<file path="src/rtl/ks_note_sequencer.sv">
// ============================================================================
// Module   : ks_note_sequencer
// Brief    : Tick-driven step sequencer feeding period/re-init/pluck/accent
//            to the Karplus-Strong string voice from a small pattern memory.
// Revision : 1.0 - initial release
// ============================================================================
`default_nettype none

module ks_note_sequencer #(
   parameter int STEPS    = 16,
   parameter int STEP_W   = 4,
   parameter int PERIOD_W = 4,
   parameter int TEMPO_W  = 8,
   parameter int GATE_W   = 4
) (
   input  logic                clk_i,
   input  logic                rst_i,
   input  logic                tick_i,
   input  logic                start_i,
   input  logic                stop_i,
   input  logic                loop_en_i,
   input  logic [STEP_W-1:0]   last_step_i,
   input  logic [TEMPO_W-1:0]  tempo_i,
   input  logic [GATE_W-1:0]   gate_len_i,
   input  logic                wr_en_i,
   input  logic [STEP_W-1:0]   wr_addr_i,
   input  logic [PERIOD_W+1:0] wr_data_i,
   output logic [PERIOD_W-1:0] period_o,
   output logic                string_rst_o,
   output logic                pluck_o,
   output logic                accent_o,
   output logic [STEP_W-1:0]   step_o,
   output logic                busy_o,
   output logic                done_o
);

   typedef enum logic [1:0] {
      S_IDLE = 2'd0,
      S_RUN  = 2'd1,
      S_DONE = 2'd2
   } state_t;

   state_t              r_state, w_state_nx;
   logic [STEP_W-1:0]   r_step, w_step_nx;
   logic [TEMPO_W-1:0]  r_tcnt, w_tcnt_nx;
   logic                r_note, w_note_nx;
   logic [PERIOD_W-1:0] w_period_nx;
   logic                w_srst_nx, w_pluck_nx, w_accent_nx, w_busy_nx, w_done_nx;
   logic [PERIOD_W+1:0] r_mem [STEPS];
   logic [PERIOD_W+1:0] w_entry;
   logic [TEMPO_W-1:0]  w_tempo_eff;
   logic                w_in_gate;

   // Entry layout: {note_on, accent, period}; all-zero is a rest.
   assign w_entry     = r_mem[r_step];
   assign w_tempo_eff = (tempo_i == '0) ? TEMPO_W'(1) : tempo_i;
   assign w_in_gate   = (r_tcnt != '0) &&
                        ({{TEMPO_W{1'b0}}, gate_len_i} >= {{GATE_W{1'b0}}, r_tcnt});

   always_ff @(posedge clk_i) begin
      if (rst_i) begin
         for (int i = 0; i < STEPS; i++) r_mem[i] <= '0;
      end else if (wr_en_i) begin
         r_mem[wr_addr_i] <= wr_data_i;
      end
   end

   always_comb begin
      w_state_nx  = r_state;
      w_step_nx   = r_step;
      w_tcnt_nx   = r_tcnt;
      w_note_nx   = r_note;
      w_period_nx = period_o;
      w_srst_nx   = string_rst_o;
      w_pluck_nx  = pluck_o;
      w_accent_nx = accent_o;
      w_busy_nx   = busy_o;
      w_done_nx   = 1'b0;

      if (stop_i && (r_state != S_IDLE)) begin
         w_state_nx  = S_IDLE;
         w_note_nx   = 1'b0;
         w_srst_nx   = 1'b0;
         w_pluck_nx  = 1'b0;
         w_accent_nx = 1'b0;
         w_busy_nx   = 1'b0;
      end else if (start_i && !stop_i) begin
         w_state_nx  = S_RUN;
         w_step_nx   = '0;
         w_tcnt_nx   = '0;
         w_note_nx   = 1'b0;
         w_srst_nx   = 1'b0;
         w_pluck_nx  = 1'b0;
         w_accent_nx = 1'b0;
         w_busy_nx   = 1'b1;
      end else begin
         case (r_state)
            S_RUN: begin
               if (tick_i) begin
                  w_pluck_nx = r_note && w_in_gate;
                  if (r_tcnt == '0) begin
                     w_srst_nx   = w_entry[PERIOD_W+1];
                     w_accent_nx = w_entry[PERIOD_W];
                     w_note_nx   = w_entry[PERIOD_W+1];
                     if (w_entry[PERIOD_W+1]) w_period_nx = w_entry[PERIOD_W-1:0];
                  end else begin
                     w_srst_nx = 1'b0;
                  end
                  if (r_tcnt < w_tempo_eff) begin
                     w_tcnt_nx = r_tcnt + TEMPO_W'(1);
                  end else begin
                     w_tcnt_nx = '0;
                     if (r_step >= last_step_i) begin
                        if (loop_en_i) begin
                           w_step_nx = '0;
                        end else begin
                           w_state_nx  = S_DONE;
                           w_done_nx   = 1'b1;
                           w_busy_nx   = 1'b0;
                           w_srst_nx   = 1'b0;
                           w_pluck_nx  = 1'b0;
                           w_accent_nx = 1'b0;
                        end
                     end else begin
                        w_step_nx = r_step + STEP_W'(1);
                     end
                  end
               end
            end
            S_DONE: begin
               w_state_nx = S_IDLE;
               w_step_nx  = '0;
            end
            S_IDLE: ;
            default: w_state_nx = S_IDLE;
         endcase
      end
   end

   always_ff @(posedge clk_i) begin
      if (rst_i) begin
         r_state      <= S_IDLE;
         r_step       <= '0;
         r_tcnt       <= '0;
         r_note       <= 1'b0;
         period_o     <= '0;
         string_rst_o <= 1'b0;
         pluck_o      <= 1'b0;
         accent_o     <= 1'b0;
         busy_o       <= 1'b0;
         done_o       <= 1'b0;
      end else begin
         r_state      <= w_state_nx;
         r_step       <= w_step_nx;
         r_tcnt       <= w_tcnt_nx;
         r_note       <= w_note_nx;
         period_o     <= w_period_nx;
         string_rst_o <= w_srst_nx;
         pluck_o      <= w_pluck_nx;
         accent_o     <= w_accent_nx;
         busy_o       <= w_busy_nx;
         done_o       <= w_done_nx;
      end
   end

   assign step_o = r_step;

endmodule

`default_nettype wire

</file>
<file path="config.mk">
export PLATFORM = sky130hd
export DESIGN_NAME = ks_note_sequencer
export DESIGN_NICKNAME = d
export VERILOG_FILES = /design/src/rtl/ks_note_sequencer.sv
export SDC_FILE = /design/constraint.sdc
export NUM_CORES = 1
export LEC_CHECK = 0
export ABC_AREA = 1
export CORE_MARGIN = 1.5
export CORE_UTILIZATION = 53
export CTS_CLUSTER_DIAMETER = 80
export DETAILED_ROUTE_END_ITERATION = 6
export PLACE_DENSITY = 0.76
export SYNTH_ARGS = -nofsm -noshare
export SYNTH_HDL_FRONTEND = slang
export SYNTH_SLANG_ARGS = --single-unit
</file>
<file path="constraint.sdc">
create_clock -name clk_i -period 1.65 [get_ports clk_i]
set_input_delay 0.2475 -clock clk_i [delete_from_list [all_inputs] [get_ports clk_i]]
set_output_delay 0.2475 -clock clk_i [all_outputs]
set_load 0.02 [all_outputs]
</file>
## Word-level counts from Yosys, hierarchy flattened

Memories as Yosys holds them, arrays and structs flattened. A register that Yosys moved wholly into a read port is not among the register bits.
Index checks and enable logic that the tools add are counted.

- Add/subtract/negate cells: 2
- Reductions and logical operators: 26
- Bitwise logic cells: 6
- Eq/ne operators: 14
- Magnitude comparators: 3
- Muxes and demuxes: 45

Operators with widths:

| cell | count |
|---|---|
| 8-bit 2-to-1 mux | 5 |
| 4-bit 2-to-1 mux | 8 |
| 1-bit 2-to-1 mux | 25 |
| 5-bit AND reduction | 4 |
| 8-bit logical NOT | 2 |
| 2-bit inequality test (second input constant) | 6 |
| 3-bit inequality test (second input constant) | 4 |
| 8-bit by 1-bit adder with 8-bit output (second input constant) | 1 |
| 4-bit by 8-bit >= comparator with 1-bit output | 1 |
| 8-bit < comparator | 1 |
| 2-bit 2-to-1 mux | 4 |
| 4-bit one-hot mux with 2 select lines | 1 |
| 2-bit nonzero test | 4 |
| 8-bit nonzero test | 1 |
| 7-bit OR reduction | 1 |
| 6-bit 2-to-1 mux | 1 |
| 1-bit inverter | 6 |
| 3-bit AND reduction | 2 |
| 6-bit AND reduction | 1 |
| 6-bit OR reduction | 1 |
| 4-bit by 1-bit adder with 4-bit output (second input constant) | 1 |
| 4-bit >= comparator | 1 |
| 1-bit logical AND | 4 |
| 4-bit inequality test (second input constant) | 1 |
| 10 further kinds | 10 |

- Memories kept: 1
- Bits in writable memories: 96
- Input port bits: 33
- Register bits: 24

Memory list:

| name | words | bits a word | rd ports | clocked after memory_dff | wr ports | RTL line | RTL |
|---|---|---|---|---|---|---|---|
| r_mem | 16 | 6 | 1 | 1 | 16 | 49 | `logic [PERIOD_W+1:0] r_mem [STEPS];` |

## Longest topological paths before layout

- Word-level depth: 9
- Gate-level depth with buffers: 15
- Mapped depth without buffers: 15

## Worst setup path after synthesis

OpenSTA, ideal clock, no wires.

- Path kind: flip-flop to flip-flop
- Start: reg r_step[0], in the netlist step_o[0]
- End: reg with a tool-made name
- Period minus slack after synthesis: 1.795 ns
- Stages on the path, launching flop included: 9
- Slack: -0.145 ns
- Path buffers: 0
- Arrival time: 1.676 ns
- Library setup time: 0.119 ns
- Data required time: 1.531 ns
- Cell sequence: dfxtp_1 -> inv_1 -> ha_1 -> nor2_1 -> nor2_1 -> o211ai_1 -> a31oi_2 -> a21oi_1 -> nor2_1

RTL lines:

| item | RTL line | RTL |
|---|---|---|
| start, declared | 44 | `logic [STEP_W-1:0] r_step, w_step_nx;` |
| start signal, assigned | 154 | `r_step <= w_step_nx;` |

==> results by group <==
Min path
  • Worst Hold Class: input pin to flip-flop

Routing
  • Iter 0 DRT Violations: 378
  • Post-DRT Antenna Nets: 0
  • Wire length after detailed routing: 15610 um
  • WL per Instance: 16.82 um
  • DR DRC count: 0
  • Via count: 5158
  • Via density per instance: 5.558
  • Initial DRT Pass Iterations: 5

Power
  • Maximum vdd drop: 0.8104 mV
  • Static leakage: 3.334 nW
  • Total design power: 9.035 mW
  • Power Density: 1118 mW/mm^2

GRT
  • Vias in the first global route: 5164
  • Pin count of the biggest net entering global routing: 27
  • GR Overflow Total: 0
  • Global-route wire length before repair: 24460 um
  • Antenna violations before repair: 0
  • Gr usage total: 0.2777

STA
  • Fmax: 572.5 MHz
  • Fin. Hold Viols: 0
  • Worst clock skew: 0.004833 ns
  • Worst Tran Pin Value: 0.4209 ns
  • RSZ-0062 raised after global routing: yes
  • Slew headroom: 0.7150
  • Final setup viols: 20
  • Crit share post-route: 1.059
  • Worst setup margin: -0.09658 ns
  • Min Clock Period, post-route: 1.747 ns
  • Max-slew violations: 0

Clocking
  • CTS clock-pin slew for the worst setup and hold paths: 0.06 ns
  • CTS Sinks: 124
  • Clk Latency, worst-skew pair: 0.53 ns
  • Clock H-tree levels: 4
  • CTS root buffer: clkbuf_8
  • CTS tree: built
  • CTS Buf Count: 17
  • CTS Buffer Depth: 2

Placed design
  • Hpwl dp: 10900 um
  • Dpl ws: -0.5644 ns
  • IO Port Bufs: 45
  • Final estimated routing congestion in global placement: 0.9070
  • Placed Cells: 894

Floorplanning
  • Die height: 109.1 um
  • Die Wd: 109.1 um
  • I/O pins: 46
  • Starting Density: 0.5480
  • Die area: 0.01190 mm^2
  • Num rows: 38
  • Core ar.: 0.01089 mm^2

Critical path
  • WS Path Type: flip-flop to flip-flop
  • Crit-path cells: buf_8 -> buf_4 -> o21ai_0 -> o22ai_1 -> o211ai_1 -> nand2_1 -> o21ai_4 -> a21oi_2
  • Critical-path top delay cell: dfxtp_4
  • Reg-to-reg setup timing slack: -0.1 ns
  • CP Data Required Time: 2.07 ns
  • WP data arrival: 2.17 ns
  • CP bufs+invs: 2
  • Crit path max fanout: 9
  • Top Family by Delay on Critical Path: compound AO/OA/AOI/OAI gates
  • Critical Path Source Type: flip-flop
  • Crit path capture type: flip-flop
  • Crit-path max cell delay: 0.38 ns

Finish
  • Post-layout util: 0.7419
  • Syn-to-layout area delta: 35.37%
  • Number of diodes: 0
  • Nets: 826
  • Share of cells above drive strength 1: 0.2360
  • Final non-filler cell total: 928

Yosys
  • Yosys reg bits: 124
  • Sequential share of the synthesized area: 0.5771
  • Post-synth EDFFs: 96
  • Netlist Area Pre-Place: 0.005967 mm^2
  • Ys Warns: 0
  • Syn Nets: 694
  • Post-Synthesis Cells: 643
  • Prevailing post-synth register cell: edfxtp_1
  • Post-synth ARST share: 0
  • Distinct cell type count after synthesis: 36
  • Syn avg cell area: 9.280 um^2

Run status
  • Failing checks: setup timing
  • Status: finished, violations left

Flow run
  • Max-cap violation count: 0
[report_power, final]
part	total, mW	switching [mW]	internal (mW)
Sequential	3.66	0.109	3.56
Clock	3.69	1.34	2.34
Combinational	1.68	0.964	0.721
[synth_stat cells, types with 2 or more instances]
library cell	n	area share
edfxtp_1	96	0.48
buf_4	2	0.0025
inv_1	52	0.033
o21ai_1	11	0.0092
nand4_1	5	0.0052
o21a_1	2	0.0025
nor3_1	7	0.0059
o21ai_0	44	0.037
ha_1	18	0.038
buf_2	10	0.0084
o22ai_1	5	0.0052
nand3_1	17	0.014
o221ai_1	15	0.022
clkbuf_1	13	0.0082
dfxtp_1	28	0.094
a21oi_1	20	0.017
o211ai_1	10	0.013
nor2_1	181	0.11
inv_2	4	0.0025
xor2_1	7	0.010
nand2_1	81	0.051
[final timing paths]
kind / from / to / cells after the start
hold reg to reg: period_o[1]$_SDFFE_PP0P_ / period_o[1]$_SDFFE_PP0P_ / 2
hold / removal: rst_i / r_tcnt[1]$_SDFFE_PP0P_ / 3
setup / recovery: flip-flop / period_o[0]$_SDFFE_PP0P_ / 8
setup reg to reg: flip-flop / period_o[0]$_SDFFE_PP0P_ / 8
[per-stage QoR]
stage               hold slack, ns  TNS [ns]  cell area [um^2]
global route                0.4459    -2.356              8078
finish                      0.4422   -0.6232              8078
detailed placement          0.4456    -47.09              7214
floorplan                   0.3166   -0.3516              6020
CTS                         0.4293   -0.4768              7964
global placement            0.4384    -39.43              7214
[layout make-up]
cell class                 count  area (um^2)
inverter                      57        219.0
clock buffer                  23        521.8
multi-input combinational    437         2427
fill                         774         2810
sequential                   124         3467
tap                          140        175.2
timing repair buffer         138         1190
clock inverter                 9        77.57
[cells in the final DEF (no fill, tap or decap), types with 15 or more instances in the layout]
cell type | Yosys | layout
clkdlybuf4s50_1 | 0 | 32
o21ai_0 | 44 | 41
inv_1 | 52 | 51
o221ai_1 | 15 | 15
buf_4 | 2 | 84
dfxtp_1 | 28 | 17
edfxtp_1 | 96 | 96
nand2_1 | 81 | 77
clkbuf_16 | 0 | 20
nor2_1 | 181 | 176
[what timing repair did]
| action | in CTS | in global routing |
|---|---|---|
| endpoints found under the setup margin | 40 | 30 |
| gates resized for setup | 51 | 27 |
| buffers inserted | 2 | 1 |
| endpoints found under the hold margin | 0 | 0 |
| hold buffers | 0 | 0 |
| pin swaps | 24 | 15 |
[metal layers]
layer,vias to the layer above,share of wire,track usage
li1,2458,-,-
met1,2389,0.37,0.3121
met2,266,0.51,0.4942
met3,45,0.080,0.06575
met4,0,0.033,0.1316
met5,-,0,0
[flip-flops by register name, indices dropped and copies added (netlist names), 2 cells and up, named ones only]
signal / flops
r_state: 2
step_o: 4
r_mem: 96
period_o: 4
r_tcnt: 8
[tightest hold or removal path: cells and delay by family]
| kind | cells | cell delay [ns] |
|---|---|---|
| compound gates | 1 | 0.03 |
| buf+inv | 2 | 0.66 |
[cell families (layout without fill, tap and decap cells)]
group / count (synthesis) / after routing / share of synthesized area
xor gates and xnor gates: 8 / 8 / 0.01174
buffers and inverters: 82 / 227 / 0.05494
DFF: 124 / 124 / 0.5771
adders and majority gates: 18 / 18 / 0.03774
and+or+nand+nor: 297 / 297 / 0.2015
AOI/OAI and AO/OA: 114 / 114 / 0.1170
Note: power is estimated with default switching activity, not from simulation.
